`src/rtl/sram_port_adapter.sv`:
```
// ---------------------------------------------------------------------------
// sram_port_adapter
//
// Purpose:
//   Request/response front end for one 1RW port of a byte-masked SRAM macro
//   (e.g. sky130_sram_1rw1r_64x256_8 port 0). Requests are buffered in a small
//   FIFO and issued to the macro in strict order, at most one per cycle. Read
//   data is captured one edge after issue and returned through a
//   backpressurable response queue. A read is issued only when a response
//   slot is guaranteed, so the response queue can never overflow.
//
// Optional feature (compile-time macro):
//   SRAM_ADAPTER_WACK_EN - when defined, each write also returns a response
//   (rsp_is_wr=1, rsp_rdata=0) in order with reads and consumes credit. When
//   undefined, writes are fire-and-forget and rsp_is_wr is tied 0.
//
// Ports:
//   clk          sole clock; the macro's clk0 shares this net
//   rst          synchronous reset, active-high
//   req_valid    request present
//   req_ready    request FIFO not full
//   req_we       1=write, 0=read
//   req_wmask    byte enables (writes only)
//   req_addr     word address
//   req_wdata    write data
//   rsp_valid    response queue not empty
//   rsp_ready    consumer accepts response
//   rsp_rdata    read data of head response (0 for write acks / when empty)
//   rsp_is_wr    head response is a write ack
//   sram_csb0    active-low chip select
//   sram_web0    active-low write enable
//   sram_wmask0  byte mask
//   sram_addr0   word address
//   sram_din0    write data
//   sram_dout0   macro read data
//   busy         FIFO non-empty, response in flight, or response queue non-empty
// ---------------------------------------------------------------------------
module sram_port_adapter #(
    parameter int REQ_DEPTH  = 2,
    parameter int RSP_DEPTH  = 2,
    parameter int ADDR_WIDTH = 8,
    parameter int DATA_WIDTH = 64,
    parameter int NUM_WMASKS = 8
) (
    input  logic                  clk,
    input  logic                  rst,
    input  logic                  req_valid,
    output logic                  req_ready,
    input  logic                  req_we,
    input  logic [NUM_WMASKS-1:0] req_wmask,
    input  logic [ADDR_WIDTH-1:0] req_addr,
    input  logic [DATA_WIDTH-1:0] req_wdata,
    output logic                  rsp_valid,
    input  logic                  rsp_ready,
    output logic [DATA_WIDTH-1:0] rsp_rdata,
    output logic                  rsp_is_wr,
    output logic                  sram_csb0,
    output logic                  sram_web0,
    output logic [NUM_WMASKS-1:0] sram_wmask0,
    output logic [ADDR_WIDTH-1:0] sram_addr0,
    output logic [DATA_WIDTH-1:0] sram_din0,
    input  logic [DATA_WIDTH-1:0] sram_dout0,
    output logic                  busy
);

    localparam int RQ_PW = $clog2(REQ_DEPTH);
    localparam int RQ_CW = RQ_PW + 1;
    localparam int RS_PW = $clog2(RSP_DEPTH);
    localparam int RS_CW = RS_PW + 1;
    localparam logic [RQ_CW-1:0] RQ_FULL = RQ_CW'(REQ_DEPTH);
    localparam logic [RS_CW-1:0] RS_FULL = RS_CW'(RSP_DEPTH);

    // Request FIFO storage; contents are qualified by rq_count, so not reset.
    logic                  rq_we_mem    [REQ_DEPTH];
    logic [NUM_WMASKS-1:0] rq_wmask_mem [REQ_DEPTH];
    logic [ADDR_WIDTH-1:0] rq_addr_mem  [REQ_DEPTH];
    logic [DATA_WIDTH-1:0] rq_wdata_mem [REQ_DEPTH];
    logic [RQ_PW-1:0]      rq_wr_ptr;
    logic [RQ_PW-1:0]      rq_rd_ptr;
    logic [RQ_CW-1:0]      rq_count;

    // Response queue storage.
    logic [DATA_WIDTH-1:0] rs_data_mem [RSP_DEPTH];
    logic [RS_PW-1:0]      rs_wr_ptr;
    logic [RS_PW-1:0]      rs_rd_ptr;
    logic [RS_CW-1:0]      rs_count;

    logic                  head_we;
    logic [NUM_WMASKS-1:0] head_wmask;
    logic [ADDR_WIDTH-1:0] head_addr;
    logic [DATA_WIDTH-1:0] head_wdata;
    logic                  rq_nonempty;
    logic                  rq_push;
    logic                  issue;
    logic                  credit_ok;
    logic                  rd_pending_p1;
    logic                  rsp_pending_p1;
    logic                  rs_push;
    logic                  rs_pop;
    logic [DATA_WIDTH-1:0] rs_push_data;

`ifdef SRAM_ADAPTER_WACK_EN
    logic                  wr_pending_p1;
    logic                  rs_wr_mem [RSP_DEPTH];
`endif

    assign head_we     = rq_we_mem[rq_rd_ptr];
    assign head_wmask  = rq_wmask_mem[rq_rd_ptr];
    assign head_addr   = rq_addr_mem[rq_rd_ptr];
    assign head_wdata  = rq_wdata_mem[rq_rd_ptr];

    assign rq_nonempty = (rq_count != '0);
    assign req_ready   = (rq_count != RQ_FULL);
    assign rq_push     = req_valid && req_ready;

    // Credit counts the queued responses plus the one possibly in flight.
    // A pop on the same edge is deliberately not credited, which keeps the
    // issue path free of any dependency on rsp_ready.
    assign credit_ok   = (rs_count + RS_CW'(rsp_pending_p1)) < RS_FULL;

`ifdef SRAM_ADAPTER_WACK_EN
    assign issue          = rq_nonempty && credit_ok;
    assign rsp_pending_p1 = rd_pending_p1 || wr_pending_p1;
    assign rs_push_data   = wr_pending_p1 ? '0 : sram_dout0;
    assign rsp_is_wr      = rsp_valid && rs_wr_mem[rs_rd_ptr];
`else
    // Writes need no response slot, but a blocked read still stalls
    // everything behind it to keep strict ordering.
    assign issue          = rq_nonempty && (head_we || credit_ok);
    assign rsp_pending_p1 = rd_pending_p1;
    assign rs_push_data   = sram_dout0;
    assign rsp_is_wr      = 1'b0;
`endif

    assign rs_push   = rsp_pending_p1;
    assign rs_pop    = rsp_valid && rsp_ready;
    assign rsp_valid = (rs_count != '0);
    assign rsp_rdata = rsp_valid ? rs_data_mem[rs_rd_ptr] : '0;
    assign busy      = rq_nonempty || rsp_pending_p1 || rsp_valid;

    // Macro interface is driven straight from the FIFO head so the macro
    // samples the request on the same edge that pops it.
    always_comb begin
        sram_csb0   = 1'b1;
        sram_web0   = 1'b1;
        sram_wmask0 = '0;
        sram_addr0  = '0;
        sram_din0   = '0;
        if (issue) begin
            sram_csb0  = 1'b0;
            sram_addr0 = head_addr;
            sram_din0  = head_wdata;
            if (head_we) begin
                sram_web0   = 1'b0;
                sram_wmask0 = head_wmask;
            end
        end
    end

    // Stage p0 -> p1: request accepted / issued; in-flight flag tracks the
    // macro access whose data appears before the next edge.
    always_ff @(posedge clk) begin
        if (rst) begin
            rq_wr_ptr     <= '0;
            rq_rd_ptr     <= '0;
            rq_count      <= '0;
            rd_pending_p1 <= 1'b0;
`ifdef SRAM_ADAPTER_WACK_EN
            wr_pending_p1 <= 1'b0;
`endif
        end else begin
            if (rq_push) begin
                rq_wr_ptr <= rq_wr_ptr + RQ_PW'(1);
            end
            if (issue) begin
                rq_rd_ptr <= rq_rd_ptr + RQ_PW'(1);
            end
            if (rq_push && !issue) begin
                rq_count <= rq_count + RQ_CW'(1);
            end else if (!rq_push && issue) begin
                rq_count <= rq_count - RQ_CW'(1);
            end
            rd_pending_p1 <= issue && !head_we;
`ifdef SRAM_ADAPTER_WACK_EN
            wr_pending_p1 <= issue && head_we;
`endif
        end
    end

    // Stage p1 -> p2: macro output captured into the response queue.
    always_ff @(posedge clk) begin
        if (rst) begin
            rs_wr_ptr <= '0;
            rs_rd_ptr <= '0;
            rs_count  <= '0;
        end else begin
            if (rs_push) begin
                rs_wr_ptr <= rs_wr_ptr + RS_PW'(1);
            end
            if (rs_pop) begin
                rs_rd_ptr <= rs_rd_ptr + RS_PW'(1);
            end
            if (rs_push && !rs_pop) begin
                rs_count <= rs_count + RS_CW'(1);
            end else if (!rs_push && rs_pop) begin
                rs_count <= rs_count - RS_CW'(1);
            end
        end
    end

    // Data storage carries no reset; validity comes from the counters above.
    always_ff @(posedge clk) begin
        if (rq_push) begin
            rq_we_mem[rq_wr_ptr]    <= req_we;
            rq_wmask_mem[rq_wr_ptr] <= req_wmask;
            rq_addr_mem[rq_wr_ptr]  <= req_addr;
            rq_wdata_mem[rq_wr_ptr] <= req_wdata;
        end
        if (rs_push) begin
            rs_data_mem[rs_wr_ptr] <= rs_push_data;
`ifdef SRAM_ADAPTER_WACK_EN
            rs_wr_mem[rs_wr_ptr]   <= wr_pending_p1;
`endif
        end
    end

    // The credit rule must make a push into a full queue impossible.
    rsp_no_overflow: assert property (@(posedge clk) disable iff (rst)
        !(rs_push && !rs_pop && (rs_count == RS_FULL)));

endmodule

```
`config.mk`:
```
export PLATFORM = sky130hd
export DESIGN_NAME = sram_port_adapter
export DESIGN_NICKNAME = d
export VERILOG_FILES = /design/src/rtl/sram_port_adapter.sv
export SDC_FILE = /design/constraint.sdc
export NUM_CORES = 1
export LEC_CHECK = 0
export ABC_AREA = 1
export CORE_ASPECT_RATIO = 0.5
export CORE_MARGIN = 1.5
export CORE_UTILIZATION = 44
export CTS_BUF_LIST = sky130_fd_sc_hd__clkbuf_16
export DETAILED_ROUTE_END_ITERATION = 10
export GPL_TIMING_DRIVEN = 0
export PLACE_DENSITY_LB_ADDON = 0.2
export SYNTH_ARGS = -nofsm -noshare
export SYNTH_HDL_FRONTEND = slang
export SYNTH_SLANG_ARGS = --single-unit
```
`constraint.sdc`:
```
create_clock -name clk -period 4.7 [get_ports clk]
set_input_delay 0.47 -clock clk [delete_from_list [all_inputs] [get_ports clk]]
set_output_delay 0.47 -clock clk [all_outputs]
set_load 0.1 [all_outputs]
```
Word level (Yosys, flattened, before mapping)
Memories as Yosys holds them, arrays and structs flattened. A register that Yosys moved wholly into a read port is not among the register bits.
Cells that the tools add are included.
{"block": "word_totals", "register_bits": 9, "ramBits": 290, "inputBits": 149, "wordCells": 69, "n_memories": 5}
{"name": "rq_wdata_mem", "depth": 2, "word_bits": 64, "rd": 1, "rd_ports_with_merged_regs": 1, "wr": 1, "line_no": "77", "source": "logic [DATA_WIDTH-1:0] rq_wdata_mem [REQ_DEPTH];"}
{"name": "rs_data_mem", "depth": 2, "word_bits": 64, "rd": 1, "rd_ports_with_merged_regs": 1, "wr": 1, "line_no": "83", "source": "logic [DATA_WIDTH-1:0] rs_data_mem [RSP_DEPTH];"}
{"name": "rq_addr_mem", "depth": 2, "word_bits": 8, "rd": 1, "rd_ports_with_merged_regs": 1, "wr": 1, "line_no": "76", "source": "logic [ADDR_WIDTH-1:0] rq_addr_mem [REQ_DEPTH];"}
{"name": "rq_wmask_mem", "depth": 2, "word_bits": 8, "rd": 1, "rd_ports_with_merged_regs": 1, "wr": 1, "line_no": "75", "source": "logic [NUM_WMASKS-1:0] rq_wmask_mem [REQ_DEPTH];"}
{"name": "rq_we_mem", "depth": 2, "word_bits": 1, "rd": 1, "rd_ports_with_merged_regs": 1, "wr": 1, "line_no": "74", "source": "logic rq_we_mem [REQ_DEPTH];"}
{"block": "op_classes", "n_addsub": 9, "order_cmp": 1, "n_eq_ne": 1, "mux": 26, "reduce_logical": 20}
{"op": "two-way mux 64 bit", "count": 2}
{"op": "two-way mux 8 bit", "count": 3}
{"op": "two-way mux 1 bit", "count": 17}
{"op": "logical AND 1 bit", "count": 8}
{"op": "two-way mux 2 bit", "count": 4}
{"op": "nonzero test 2 bit", "count": 4}
{"op": "logical NOT 1 bit", "count": 5}
{"op": "adder 1 bit, second input constant", "count": 4}
{"op": "adder 2 x 1 -> 2 bit, second input constant", "count": 2}
{"op": "subtractor 2 x 1 -> 2 bit, second input constant", "count": 2}
{"op": "logical OR 1 bit", "count": 3}
{"op": "adder 2 x 1 -> 2 bit", "count": 1}
{"op": "less-than comparator 2 bit, second input constant", "count": 1}
{"op": "inequality test 2 bit, second input constant", "count": 1}

Logic depth before layout (Yosys ltp)
Gate-level depths: netlist (run 1).
{"block": "logic_depth", "depth_word": 7, "mapped_depth": 13}

Worst setup path before layout (run 1)
OpenSTA, ideal clock, no wires.
{"block": "synth_timing", "kind": "register to register", "start": "reg rq_count[0]", "end": "mem rq_addr_mem[1][0], enable pin", "setup_time_ns": 0.523, "arrival_time_ns": 4.691, "required_time_ns": 4.177, "slack_ns": -0.514, "path_stages_with_launch": 5, "path_buffers": 0, "path_cell_list": "dfxtp_1 -> inv_1 -> nand2_1 -> nand2_1 -> nor2_1"}
{"block": "synth_via", "elab_chain_cells": 4}
{"item": "start, declared", "line_no": "80", "source": "logic [RQ_CW-1:0] rq_count;"}
{"item": "start signal, assigned", "line_no": "179", "source": "rq_count <= rq_count + RQ_CW'(1);"}
{"item": "start signal, assigned", "line_no": "181", "source": "rq_count <= rq_count - RQ_CW'(1);"}
{"item": "inequality test 2 bit", "line_no": "113", "source": "assign req_ready = (rq_count != RQ_FULL);"}
{"item": "net req_ready", "line_no": "48", "source": "output logic req_ready,"}
{"item": "logical AND 1 bit", "line_no": "114", "source": "assign rq_push = req_valid && req_ready;"}
{"item": "two-way mux 1 bit", "line_no": "213", "source": "if (rq_push) begin"}
{"item": "two-way mux 1 bit (implied by the code)", "line_no": "216", "source": "rq_addr_mem[rq_wr_ptr] <= req_addr;"}
{"item": "end, declared", "line_no": "76"}
The timed path passes the listed nets, and every way through them passes these cells.

==> results.yml, run 1 <==
run_status:
  status: "finished clean"
worst_setup_path:
  slowest_stage: "clkdlybuf4s50_1"
  path_buf_inv: 5
  worstPathRequired_ns: 4.23
  cp_data_arrival_time_ns: 3.17
  endpoint_kind: "output pin"
  crit_chain: "buf_6 -> inv_4 -> nand2_1 -> nand2_1 -> nand2_1 -> and2_4 -> buf_6 -> buf_6 -> a21oi_2 -> clkdlybuf4s50_1"
  criticalPathCategory: "reg -> out"
  critical-path-max-stage-delay_ns: 1.18
  path_max_fanout: 10
  startpoint_type: "register"
  cpLargestDelayFamily: "buffers and inverters"
floorplanning:
  fp-row-count: 41
  dieArea_um2: 27170
  ioPinCount: 299
  dieHeight_um: 117.3
  start_util_pct: 45.19
  die_x_um: 231.6
  core_area_um2: 25440
detailed_routing:
  wl_per_cell_um: 17.93
  route.detailed.drc: 0
  drt_iter0_markers: 427
  drtAntennaViolNets: 0
  num_vias: 7546
  first_pass_iters: 5
  vias_per_cell: 4.894
  routed_wl_um: 27650
cts:
  htreeDepth: 1
  clockBufferDepth: 3
  hold_buffers: 0
  clk_pin_slew_ns: 0.06
  cts_resized: 0
  root_buffer: "clkbuf_16"
  cts_made_buffers: 27
  post-cts-setup-buffers: 0
  clk_latency_ns: 0.53
  cts_tree: "yes"
  clock-sinks: 301
cells_and_area:
  layoutNonFillerInstCount: 1542
  final_cell_mix: "nand2_1, clkdlybuf4s50_1, edfxtp_1"
  drive_gt1_share_pct: 10.36
  nets: 1329
  fin_util_pct: 62.40
  layout_commonest_cell: "nand2_1"
  syn2layout_area_growth_pct: 38.08
synthesis:
  synthTopCellsByArea: "edfxtp_1, nand2_1, a21oi_2"
  syn_area_per_cell_um2: 13.59
  synth_area_um2: 11500
  yosys.area.top_type: "edfxtp_1"
  yosys.area.top_type_share_pct: 75.73
  syn_nets: 997
  synth_edf_count: 290
  ys_types: 21
  syn_inst: 846
  yosys_warnings: 0
  synth-async-reset-ratio_pct: 0
  ys_seq_area_share_pct: 77.65
  ys_ff_latch: 301
  synth_ff_type: "edfxtp_1"
placement:
  pre_cts_slack_ns: 1.614
  place_inst: 1493
  numPortBuffers: 297
  place.gp.congestion: 0.7716
  post-dp-hpwl_um: 18590
sta:
  fin_ws_ns: 1.062
  timing.final.crit_share_pct: 77.41
  relSlewSlack_pct: 29.18
  whs_ns: 0.4832
  rsz0062_at_grt: "no"
  worst_clock_skew_ns: 0.007176
  max_freq_mhz: 274.8
  hold_violations: 0
  finalSetupViolCount: 0
  finalCriticalPeriod_ns: 3.638
  tightest_slew_ns: 1.059
  slew_violations: 0
global_routing:
  grt_pass1_wl_um: 42410
  antenna_found_initial: 1
  grt_start_max_net_pins: 66
  grt_overflow_total: 0
  grt_pass1_vias: 7680
  track_usage_pct: 20.09
min_path:
  hold_class: "reg -> reg"
flow_run:
  maxCapViolCount: 0
-- cell type report --
cell class	count	area, um^2
fill	1956	9567
sequential	301	8929
timing repair buffer	303	3093
multi-input combinational	484	2292
clock buffer	27	675.6
tap	344	430.4
buffer	47	245.2
clock inverter	21	152.6
inverter	14	57.56
antenna	1	2.502
-- tightest hold or removal path, delay by kind of cell, from the launching register on --
family                 cells  cell delay, ns
flip-flops                 1            0.30
buffers and inverters      1            0.07
AO/OA/AOI/OAI              1            0.06
-- final timing paths --
| path | slack [ns] | to | cells after the start | from |
|---|---|---|---|---|
| min | 0.48 | rs_rd_ptr | 2 | rs_rd_ptr |
| max reg2reg | 2.64 | rq_count[1] | 13 | register |
| max | 1.06 | sram_din0[54] | 10 | register |
| min reg2reg | 0.48 | rs_rd_ptr | 2 | rs_rd_ptr |
-- state kept, by name, indices dropped and copies added (netlist names), 2 cells and up, named ones only --
signal / count
rq_addr_mem: 16
rq_we_mem: 2
rq_wdata_mem: 128
rs_count: 2
rs_data_mem: 128
rq_count: 2
rq_wmask_mem: 16
-- logic make-up (layout without fill, tap and decap cells) --
| kind of cell | after synthesis | count (layout) | synth area share, % |
|---|---|---|---|
| fa+ha+maj | 2 | 2 | 0.2176 |
| compound gates | 157 | 157 | 8.792 |
| other cells | 1 | 2 | 0.03261 |
| flops | 301 | 301 | 77.65 |
| simple gates | 324 | 324 | 10.70 |
| buf+inv | 61 | 412 | 2.612 |
-- synthesized netlist by cell type, types with 4 or more instances --
library cell    n
a21oi_1        91
a21oi_2        60
buf_1           9
buf_2           4
buf_6           8
clkbuf_1       25
dfxtp_1        11
edfxtp_1      290
inv_1          12
nand2_1       304
nand3_1         4
nor2_1         13
o21ai_0         6
-- per-stage QoR --
step,TNS [ns],cell area [um^2]
2_1_floorplan,-81.06,11500
3_3_place_gp,-417.71,14900
3_5_place_dp,0,15050
4_1_cts,0,15880
5_1_grt,0,15880
6_report,0,15880
-- layer usage --
layer  up-vias  GRT usage [%]  part of all wire, %
met3        37          3.526                  4.2
met5         -              0                    0
met4         0          4.424                  2.0
met1      3692          25.27                   42
li1       3636              -                    -
met2       181          36.23                   52
Power of run 1 is not shown: default switching activity piles up to over one toggle a cycle in this logic, so the estimate is an artifact.
==> inputs of run 2 (changes only) <==
Settings changed: CORE_UTILIZATION 44 to 45.
Clock period 4.7 ns to 3.4 ns, I/O delays scaled along.
==> run 2 against run 1 <==
Effect of this change:
- clock skew up 0.0083 ns
- first-iteration DRC count is 7.3% lower
- global-route usage down 0.42 points
- critical path depth unchanged
- critical endpoint is now sram_din0[53]
==> results.yml, run 2 (synthesized netlist as in run 1, its figures left out) <==
detailed_routing:
  wl_met1_um: 11130
  drt_iter0_markers: 396
  drtAntennaViolNets: 0
  first_pass_iters: 5
  route.detailed.drc: 0
  wl_per_cell_um: 17.48
  wl_met3_um: 1045
  num_vias: 7527
  route.met2.wl_um: 14160
  vias_per_cell: 4.881
  top_layer: "met4"
  routed_wl_um: 26950
cts:
  root_buffer: "clkbuf_16"
  cts_made_buffers: 27
  clk_latency_ns: 0.54
  post-cts-setup-buffers: 0
  clock-sinks: 301
  cts_tree: "yes"
  clk_pin_slew_ns: 0.07
  clockBufferDepth: 3
  htreeDepth: 1
cells_and_area:
  syn2layout_area_growth_pct: 38.53
  layout_commonest_cell: "nand2_1"
  n_fill_cell: 1910
  fin_util_pct: 63.37
  top_regs: "rq_wdata_mem: 128 flops, rs_data_mem: 128 flops"
  drive_gt1_share_pct: 10.13
  nets: 1330
  final_cell_mix: "nand2_1, edfxtp_1, clkdlybuf4s50_1"
floorplanning:
  dieArea_um2: 26580
  die_x_um: 229.1
  dieHeight_um: 116.0
  start_util_pct: 45.74
  core_area_um2: 25140
  ioPinCount: 299
  fp-row-count: 41
sta:
  relSlewSlack_pct: 30.00
  timing.final.crit_share_pct: 95.94
  slew_violations: 0
  max_freq_mhz: 306.6
  rsz0062_at_grt: "no"
  tightest_slew_ns: 1.048
  worst_clock_skew_ns: 0.01548
  finalCriticalPeriod_ns: 3.262
  finalSetupViolCount: 0
  hold_violations: 0
worst_setup_path:
  cp_data_arrival_time_ns: 2.92
  criticalPathCategory: "reg -> out"
  path_buf_inv: 5
  endpoint_kind: "output pin"
  slowest_stage: "dlygate4sd2_1"
  startpoint_type: "register"
  critical-path-max-stage-delay_ns: 0.89
  path_max_fanout: 10
  worstPathRequired_ns: 3.06
  crit_chain: "buf_6 -> inv_4 -> nand2_1 -> nand2_1 -> nand2_1 -> and2_4 -> buf_6 -> buf_6 -> a21oi_2 -> dlygate4sd2_1"
  cpLargestDelayFamily: "buffers and inverters"
global_routing:
  track_usage_pct: 19.67
  grt_start_max_net_pins: 66
  antenna_found_initial: 2
  grt_pass1_vias: 7255
  grt_overflow_total: 0
  grt_pass1_wl_um: 40150
min_path:
  hold_class: "in -> reg"
flow_run:
  maxCapViolCount: 0
placement:
  numPortBuffers: 297
  post-dp-hpwl_um: 18020
  place.gp.congestion: 0.7452
run_status:
  status: "finished clean"
-- run 2: cell types whose count changed in the layout (fill, tap and decap cells not counted), sizes merged, moves of 3 or more --
cell / change
clkdlybuf4s50: -144
clkinv: -3
clkinvlp: -4
dlygate4sd2: +89
dlymetal6s2s: +54
inv: +3
-- run 2: stage by stage --
stage	cells	TNS [ns]	hold slack (ns)	worst slack, ns	cell area, um^2
after detailed placement	1494	0	0.4733	0.4354	15070
after global placement	1487	-220.15	0.4576	-1.317	14910
after floorplan	846	-78.08	0.4193	-0.4892	11510
after global routing	1541	0	0.3463	0.002660	15930
after CTS	1539	0	0.3402	0.0006786	15790
final	1542	0	0.3711	0.1379	15930
-- run 2: worst paths after layout --
check | cells after the start | slack, ns | start | to
setup / recovery | 10 | 0.14 | register | sram_din0[53]
hold / removal | 1 | 0.37 | sram_dout0[24] | rs_data_mem[1][24]
setup reg to reg | 6 | 1.17 | rq_count[0] | rq_wdata_mem[1][32]
hold reg to reg | 2 | 0.48 | rs_rd_ptr | rs_rd_ptr
-- run 2: routing by layer --
layer	up-vias	track usage (%)
li1	3649	-
met1	3689	24.77
met2	148	34.71
met3	41	4.035
met4	0	6.272
met5	-	0
-- run 2: worst reg2reg max path: stages, from the launching register on --
cell	delay, ns
dfxtp_1	0.31
inv_1	0.09
nand2_1	0.10
nand2_1	0.15
nor2_4	0.72
buf_12	0.29
buf_12	0.23
-- run 2: repair_timing --
action / 4_1_cts / 5_1_grt
setup endpoints to repair: 90 / 55
resized for setup: 90 / 55
hold buffers: 0 / 0
-- run 2: area by class of cell --
type                       count  area, um^2  share of cell area [%]
clock buffer                  27       675.6                   4.242
multi-input combinational    484        2292                   14.39
sequential                   301        8929                   56.05
buffer                        47       245.2                   1.540
inverter                      14       57.56                  0.3613
clock inverter                18       155.1                  0.9740
timing repair buffer         304        3137                   19.69
antenna                        3       7.507                 0.04713
tap                          344       430.4                   2.702
Power of run 2 is left out for the same reason.
